<file path="src/rtl/core_pkg.sv">
// rtl/core_pkg.sv - shared constants and types for the core write-back path
// Contents:
//   load_type_e   : load kinds carried on mem_load_type
//   DIV_DEPTH_DFLT: default depth of the divider result buffer
//   REG_ZERO      : hard-wired zero register address
package core_pkg;

   typedef enum logic [2:0] {
      LT_LW  = 3'd0,
      LT_LB  = 3'd1,
      LT_LBU = 3'd2,
      LT_LH  = 3'd3,
      LT_LHU = 3'd4
   } load_type_e;

   localparam int         DIV_DEPTH_DFLT = 2;
   localparam logic [4:0] REG_ZERO       = 5'd0;

endpackage

</file>
<file path="src/rtl/wb_div_fifo.sv">
// rtl/wb_div_fifo.sv - small FIFO buffering late divider results
// Ports:
//   clk, rst         : clock, asynchronous active-low reset
//   push_valid/ready : push handshake; ready = not full (count only)
//   push_data        : entry to store
//   pop              : drop head at this posedge (ignored when empty)
//   head_data        : current head entry
//   count            : number of stored entries
module wb_div_fifo #(
   parameter int WIDTH = 37,
   parameter int DEPTH = 2
) (
   input  logic                     clk,
   input  logic                     rst,
   input  logic                     push_valid,
   output logic                     push_ready,
   input  logic [WIDTH-1:0]         push_data,
   input  logic                     pop,
   output logic [WIDTH-1:0]         head_data,
   output logic [$clog2(DEPTH):0]   count
);

   localparam int              PW       = $clog2(DEPTH);
   localparam int              CW       = PW + 1;
   localparam logic [CW-1:0]   FULL_CNT = CW'(DEPTH);

   logic [WIDTH-1:0] mem_q [DEPTH];
   logic [PW-1:0]    wr_ptr_q, wr_ptr_d;
   logic [PW-1:0]    rd_ptr_q, rd_ptr_d;
   logic [CW-1:0]    count_q, count_d;
   logic             do_push, do_pop;

   assign push_ready = (count_q != FULL_CNT);
   assign do_push    = push_valid & push_ready;
   assign do_pop     = pop & (count_q != '0);
   assign head_data  = mem_q[rd_ptr_q];
   assign count      = count_q;

   // Pointers wrap naturally because DEPTH is a power of two.
   always_comb begin
      wr_ptr_d = wr_ptr_q;
      rd_ptr_d = rd_ptr_q;
      count_d  = count_q;
      if (do_push) wr_ptr_d = wr_ptr_q + 1'b1;
      if (do_pop)  rd_ptr_d = rd_ptr_q + 1'b1;
      case ({do_push, do_pop})
         2'b10:   count_d = count_q + 1'b1;
         2'b01:   count_d = count_q - 1'b1;
         default: count_d = count_q;
      endcase
   end

   always_ff @(posedge clk or negedge rst) begin
      if (!rst) begin
         wr_ptr_q <= '0;
         rd_ptr_q <= '0;
         count_q  <= '0;
      end else begin
         wr_ptr_q <= wr_ptr_d;
         rd_ptr_q <= rd_ptr_d;
         count_q  <= count_d;
      end
   end

   // Storage needs no reset: count gates every read of it.
   always_ff @(posedge clk) begin
      if (do_push) mem_q[wr_ptr_q] <= push_data;
   end

endmodule

</file>
<file path="src/rtl/wb_unit.sv">
// rtl/wb_unit.sv - write-back stage: MEM/WB register, load alignment, divider merge
// Ports:
//   clk, rst                 : clock, asynchronous active-low reset
//   stall, flush             : MEM/WB register control (stall wins)
//   mem_*                    : MEM stage instruction fields
//   div_valid/ready/...      : divider result handshake
//   div_pending              : divider buffer non-empty
//   RegWrite/Write_addr/data : register file write port
module wb_unit
   import core_pkg::*;
#(
   parameter int bit_size  = 32,
   parameter int DIV_DEPTH = DIV_DEPTH_DFLT
) (
   input  logic                clk,
   input  logic                rst,
   input  logic                stall,
   input  logic                flush,
   input  logic                mem_valid,
   input  logic                mem_reg_write,
   input  logic                mem_mem_to_reg,
   input  logic [2:0]          mem_load_type,
   input  logic [1:0]          mem_addr_lo,
   input  logic [bit_size-1:0] mem_alu_result,
   input  logic [bit_size-1:0] mem_load_data,
   input  logic [4:0]          mem_write_addr,
   input  logic                div_valid,
   output logic                div_ready,
   input  logic [4:0]          div_write_addr,
   input  logic [bit_size-1:0] div_data,
   output logic                div_pending,
   output logic                RegWrite,
   output logic [4:0]          Write_addr,
   output logic [bit_size-1:0] Write_data
);

   localparam int EW = bit_size + 5;

   logic                valid_q, valid_d;
   logic                rw_q, rw_d;
   logic                done_q, done_d;
   logic [4:0]          addr_q, addr_d;
   logic [bit_size-1:0] data_q, data_d;

   logic [bit_size-1:0] byte_shift, half_shift, aligned;
   logic                pipe_req, fifo_pop;
   logic [EW-1:0]       fifo_head;
   logic [$clog2(DIV_DEPTH):0] fifo_count;

   // Little-endian lanes: move the addressed byte/halfword down to bit 0.
   assign byte_shift = mem_load_data >> {mem_addr_lo, 3'b000};
   assign half_shift = mem_load_data >> {mem_addr_lo[1], 4'b0000};

   always_comb begin
      aligned = mem_load_data;
      case (mem_load_type)
         LT_LB:   aligned = {{(bit_size-8){byte_shift[7]}}, byte_shift[7:0]};
         LT_LBU:  aligned = {{(bit_size-8){1'b0}}, byte_shift[7:0]};
         LT_LH:   aligned = {{(bit_size-16){half_shift[15]}}, half_shift[15:0]};
         LT_LHU:  aligned = {{(bit_size-16){1'b0}}, half_shift[15:0]};
         default: aligned = mem_load_data;
      endcase
   end

   assign pipe_req = valid_q & rw_q & ~done_q & (addr_q != REG_ZERO);

   always_comb begin
      valid_d = valid_q;
      rw_d    = rw_q;
      done_d  = done_q;
      addr_d  = addr_q;
      data_d  = data_q;
      if (stall) begin
         // A held entry writes once, then frees the port for the buffer.
         done_d = done_q | pipe_req;
      end else if (flush) begin
         valid_d = 1'b0;
         done_d  = 1'b0;
      end else begin
         valid_d = mem_valid;
         rw_d    = mem_reg_write;
         done_d  = 1'b0;
         addr_d  = mem_write_addr;
         data_d  = mem_mem_to_reg ? aligned : mem_alu_result;
      end
   end

   always_ff @(posedge clk or negedge rst) begin
      if (!rst) begin
         valid_q <= 1'b0;
         rw_q    <= 1'b0;
         done_q  <= 1'b0;
         addr_q  <= '0;
         data_q  <= '0;
      end else begin
         valid_q <= valid_d;
         rw_q    <= rw_d;
         done_q  <= done_d;
         addr_q  <= addr_d;
         data_q  <= data_d;
      end
   end

   assign div_pending = (fifo_count != '0);
   assign fifo_pop    = ~pipe_req & div_pending;

   // r0 results complete the handshake but are never stored.
   wb_div_fifo #(
      .WIDTH (EW),
      .DEPTH (DIV_DEPTH)
   ) u_div_fifo (
      .clk        (clk),
      .rst        (rst),
      .push_valid (div_valid & (div_write_addr != REG_ZERO)),
      .push_ready (div_ready),
      .push_data  ({div_write_addr, div_data}),
      .pop        (fifo_pop),
      .head_data  (fifo_head),
      .count      (fifo_count)
   );

   always_comb begin
      RegWrite   = 1'b0;
      Write_addr = '0;
      Write_data = '0;
      if (pipe_req) begin
         RegWrite   = 1'b1;
         Write_addr = addr_q;
         Write_data = data_q;
      end else if (div_pending) begin
         RegWrite   = 1'b1;
         Write_addr = fifo_head[EW-1:bit_size];
         Write_data = fifo_head[bit_size-1:0];
      end
   end

endmodule

</file>
<file path="config.mk">
export PLATFORM = sky130hd
export DESIGN_NAME = wb_unit
export DESIGN_NICKNAME = d
export VERILOG_FILES = /design/src/rtl/core_pkg.sv /design/src/rtl/wb_div_fifo.sv /design/src/rtl/wb_unit.sv
export SDC_FILE = /design/constraint.sdc
export NUM_CORES = 1
export LEC_CHECK = 0
export BUFFER_PORTS_ARGS = -buffer_cell sky130_fd_sc_hd__buf_2
export CAP_MARGIN = 20
export CELL_PAD_IN_SITES_DETAIL_PLACEMENT = 0
export CELL_PAD_IN_SITES_GLOBAL_PLACEMENT = 1
export CORE_ASPECT_RATIO = 1.4
export CORE_MARGIN = 4
export CORE_UTILIZATION = 38
export CTS_BUF_LIST = sky130_fd_sc_hd__clkbuf_16
export DETAILED_ROUTE_END_ITERATION = 16
export MAX_ROUTING_LAYER = met4
export PLACE_DENSITY_LB_ADDON = 0.1
export SYNTH_ARGS = -nofsm -noshare
export SYNTH_HDL_FRONTEND = slang
export SYNTH_SLANG_ARGS = --single-unit
</file>
<file path="constraint.sdc">
create_clock -name clk -period 7.5 [get_ports clk]
set_input_delay 1.875 -clock clk [delete_from_list [all_inputs] [get_ports clk]]
set_output_delay 1.875 -clock clk [all_outputs]
set_load 0.05 [all_outputs]
</file>
==> results_dict.tcl <==
set metrics [dict create \
    result_of_the_run "complete, no violations" \
    vdd_drop_max_mv 0.273 \
    timing.max_slew.rel_slack_pct 30.3 \
    timing.final.crit_period_ps 4690 \
    finalSetupTns_ps 0 \
    gr-usage-all-layers_pct 20.7 \
    postSynth.asyncResetShare_pct 37.3 \
    number_of_synthesized_flops_with_an_enable_pin 74 \
    dieArea_um2 17100 \
    area_of_the_core_um2 14600 \
    finalPower_mw 2.88 \
    switching_share_pct 40.8 \
    n_antenna_cell 0 \
    cts_buf_count 17 \
    route.antenna.remaining_nets 0 \
    dieWidth_um 112 \
    setup_viol 0 \
    layout.cells.most_common "buf_2" \
    yosysSeqAreaShare_pct 58.0 \
    power_frac_clock_pct 30.3 \
    final_cells 866 \
    place_ws_ps 3210 \
    tritoncts "done" \
    grt.met2_usage_pct 34.1 \
    grt-busiest-layer "met2" \
    routed_via_density 5.23 \
    internal_power_mw 1.70 \
    grt_pass1_vias 4866 \
    post-cts-setup-buffers 0 \
    dp.cells 831 \
    initial_drt_markers 181 \
    synthesis.instances 515 \
    pwr-share-seq_pct 31.2 \
    floorplan.die.height_um 153 \
    crit_path_start_kind "register" \
    cts_root_cell "clkbuf_16" \
    ys_top_cells_by_area "edfxtp_1, dfrtp_1, mux2i_1" \
    place.gp.congestion 0.901 \
    maximum_fanout_along_the_worst_path 39 \
    timing.hold.worst.class "register to register" \
    mostFrequentLayoutCells "buf_2, nand2_1, edfxtp_1" \
    worst_skew_pair.late_latency_ps 400 \
    use_met1_pct 25.3 \
    globalRoute.totalOverflow 0 \
    clock.fmax_ghz 0.213 \
    detailroute.via_count 4525 \
    cts-root-to-sink-buffers 2 \
    final_max_slew_viol_count 0 \
    initial_utilization_pct 39.2 \
    critical_path_required_ps 5620 \
    share_of_yosys_cell_area_claimed_by_the_top_area_cell_type_pct 38.8 \
    finalCritPeriodShare_pct 62.5 \
    antenna_violations_before_repair 0 \
    dominantRegCellSynth "edfxtp_1" \
    drc 0 \
    yosysUniqueCellTypes 44 \
    synth.ff_latch_count 118 \
    comb_power_share_pct 38.5 \
    power_switching_mw 1.18 \
    drv_cap 0 \
    num_io_pins 159 \
    postSynthNetCount 635 \
    setup.worst_path.end_class "output pin" \
    totalWireLength_um 17300 \
    netlist_area_um2 5730 \
    timing.clock.skew_ps 7.63 \
    final-hold-violation-count 0 \
    synth.largest_area_cell "edfxtp_1" \
    buffer_ports.inserted 158 \
    wire_per_inst_um 19.9 \
    maximum_level_of_the_cts_h_tree 4 \
    numClockSinks 118 \
    path_type_of_the_worst_setup_path "register to output pin" \
    drive_gt1_share_pct 34.0 \
    post_cts_resize_count 0 \
    gr-usage-met3_pct 4.63 \
    rsz0062_at_grt "no" \
    setup_ws_ps 2810 \
    grt_max_degree 49 \
    synth.avg_cell_area_um2 11.1 \
    final_nets 784 \
    synth_warnings 0 \
    detail_route.first_pass.iterations 5 \
    num_rows 52 \
    path_clk_slew_ps 60 \
    static-leakage-power_nw 3.02 \
    grt_pass1_wl_um 26800 \
    dpl.hpwl_um 12300 \
    cts-hold-fix-buffers 0 \
    power_density_nw_per_um2 392 \
    timing_worst_slew_pin_value_ps 1040 \
    area_growth_syn_to_layout_pct 28.0 \
    cp.arrival_ps 2810 \
]
[path summary, 6_finish.rpt]
path	start	to	slack (ps)	depth (start not counted)
max in group asynchronous	rst	u_div_fifo.rd_ptr_q$_DFFE_PN0P_	5660	2
worst max-delay path	addr_q[1]$_DFFE_PN0P_	Write_data[22]	2810	6
worst min register to register	rw_q$_DFFE_PN0P_	rw_q$_DFFE_PN0P_	480	2
min in group asynchronous	rst	u_div_fifo.wr_ptr_q$_DFFE_PN0P_	1340	1
worst max register to register	valid_q$_DFFE_PN0N_	u_div_fifo.count[1]$_DFFE_PN0P_	4820	9
worst min-delay path	rw_q$_DFFE_PN0P_	rw_q$_DFFE_PN0P_	480	2
[critical path: stages, from the launching register on]
cell      delay (ps)
dfrtp_1          390
or4_1            520
o21a_1           180
buf_4            250
o21bai_4         480
o21ai_0          280
buf_2            290
[cells in the mapped netlist (all sizes together), types with 8 or more instances]
cell and n:
nand2 77, edfxtp 74, o21ai 59, dfrtp 44
mux2i 42, a21oi 40, nor2 24, clkbuf 20
or3 18, mux2 16, nor3 16, buf 15
nor2b 9, nand2b 8
[layout make-up]
| type | instances | area (um2) |
|---|---|---|
| clock buffers | 17 | 425 |
| clock inverters | 15 | 201 |
| fillers | 1378 | 7300 |
| multi-input cells | 357 | 2250 |
| flip-flops and latches | 118 | 3320 |
| inverters | 5 | 18.8 |
| repair buffers | 165 | 881 |
| well taps | 189 | 236 |
[per-stage QoR]
step / hold WS (ps) / utilization, % / area (um2)
2_1_floorplan: 446 / - / 5730
3_3_place_gp: 462 / 45.4 / 6650
3_5_place_dp: 465 / 45.4 / 6650
4_1_cts: 479 / 49.7 / 7280
5_1_grt: 497 / 50.1 / 7340
6_report: 477 / 50.1 / 7340
[layer usage]
layer | routed length, um | share of wire [%] | up-vias
met1 | 7290 | 42 | 2179
met3 | 907 | 5.3 | 23
li1 | - | - | 2178
met4 | 311 | 1.8 | 0
met5 | 0 | 0 | -
met2 | 8740 | 51 | 145
[power by group through the flow]
stage          clock, mW  sequential, mW  combinational (mW)
2_1_floorplan          0           0.900               0.852
5_1_grt            0.921           0.909                1.18
4_1_cts            0.888           0.902                1.11
6_report           0.874           0.898                1.11
3_5_place_dp           0           0.914                1.11
3_3_place_gp           0           0.907                1.09
[sequential cells by signal, indices dropped and copies added (netlist names)]
signal and flops:
data_q 32, u_div_fifo.count 2, u_div_fifo.wr_ptr_q 1, rw_q 1, done_q 1, u_div_fifo.mem_q 74
addr_q 5, u_div_fifo.rd_ptr_q 1, valid_q 1
[logic make-up (layout without fill, tap and decap cells)]
family                     after synthesis  after routing  synth area share [%]
and+or+nand+nor                        166            166                  13.4
AOI/OAI and AO/OA                      124            124                  13.2
DFF                                    118            118                  58.0
muxes                                   58             58                  10.5
buffers and inverters                   40            202                  3.27
xor gates and xnor gates                 7              7                  1.20
adders and majority gates                2              2                 0.393
(Power assumes the default switching activity.)
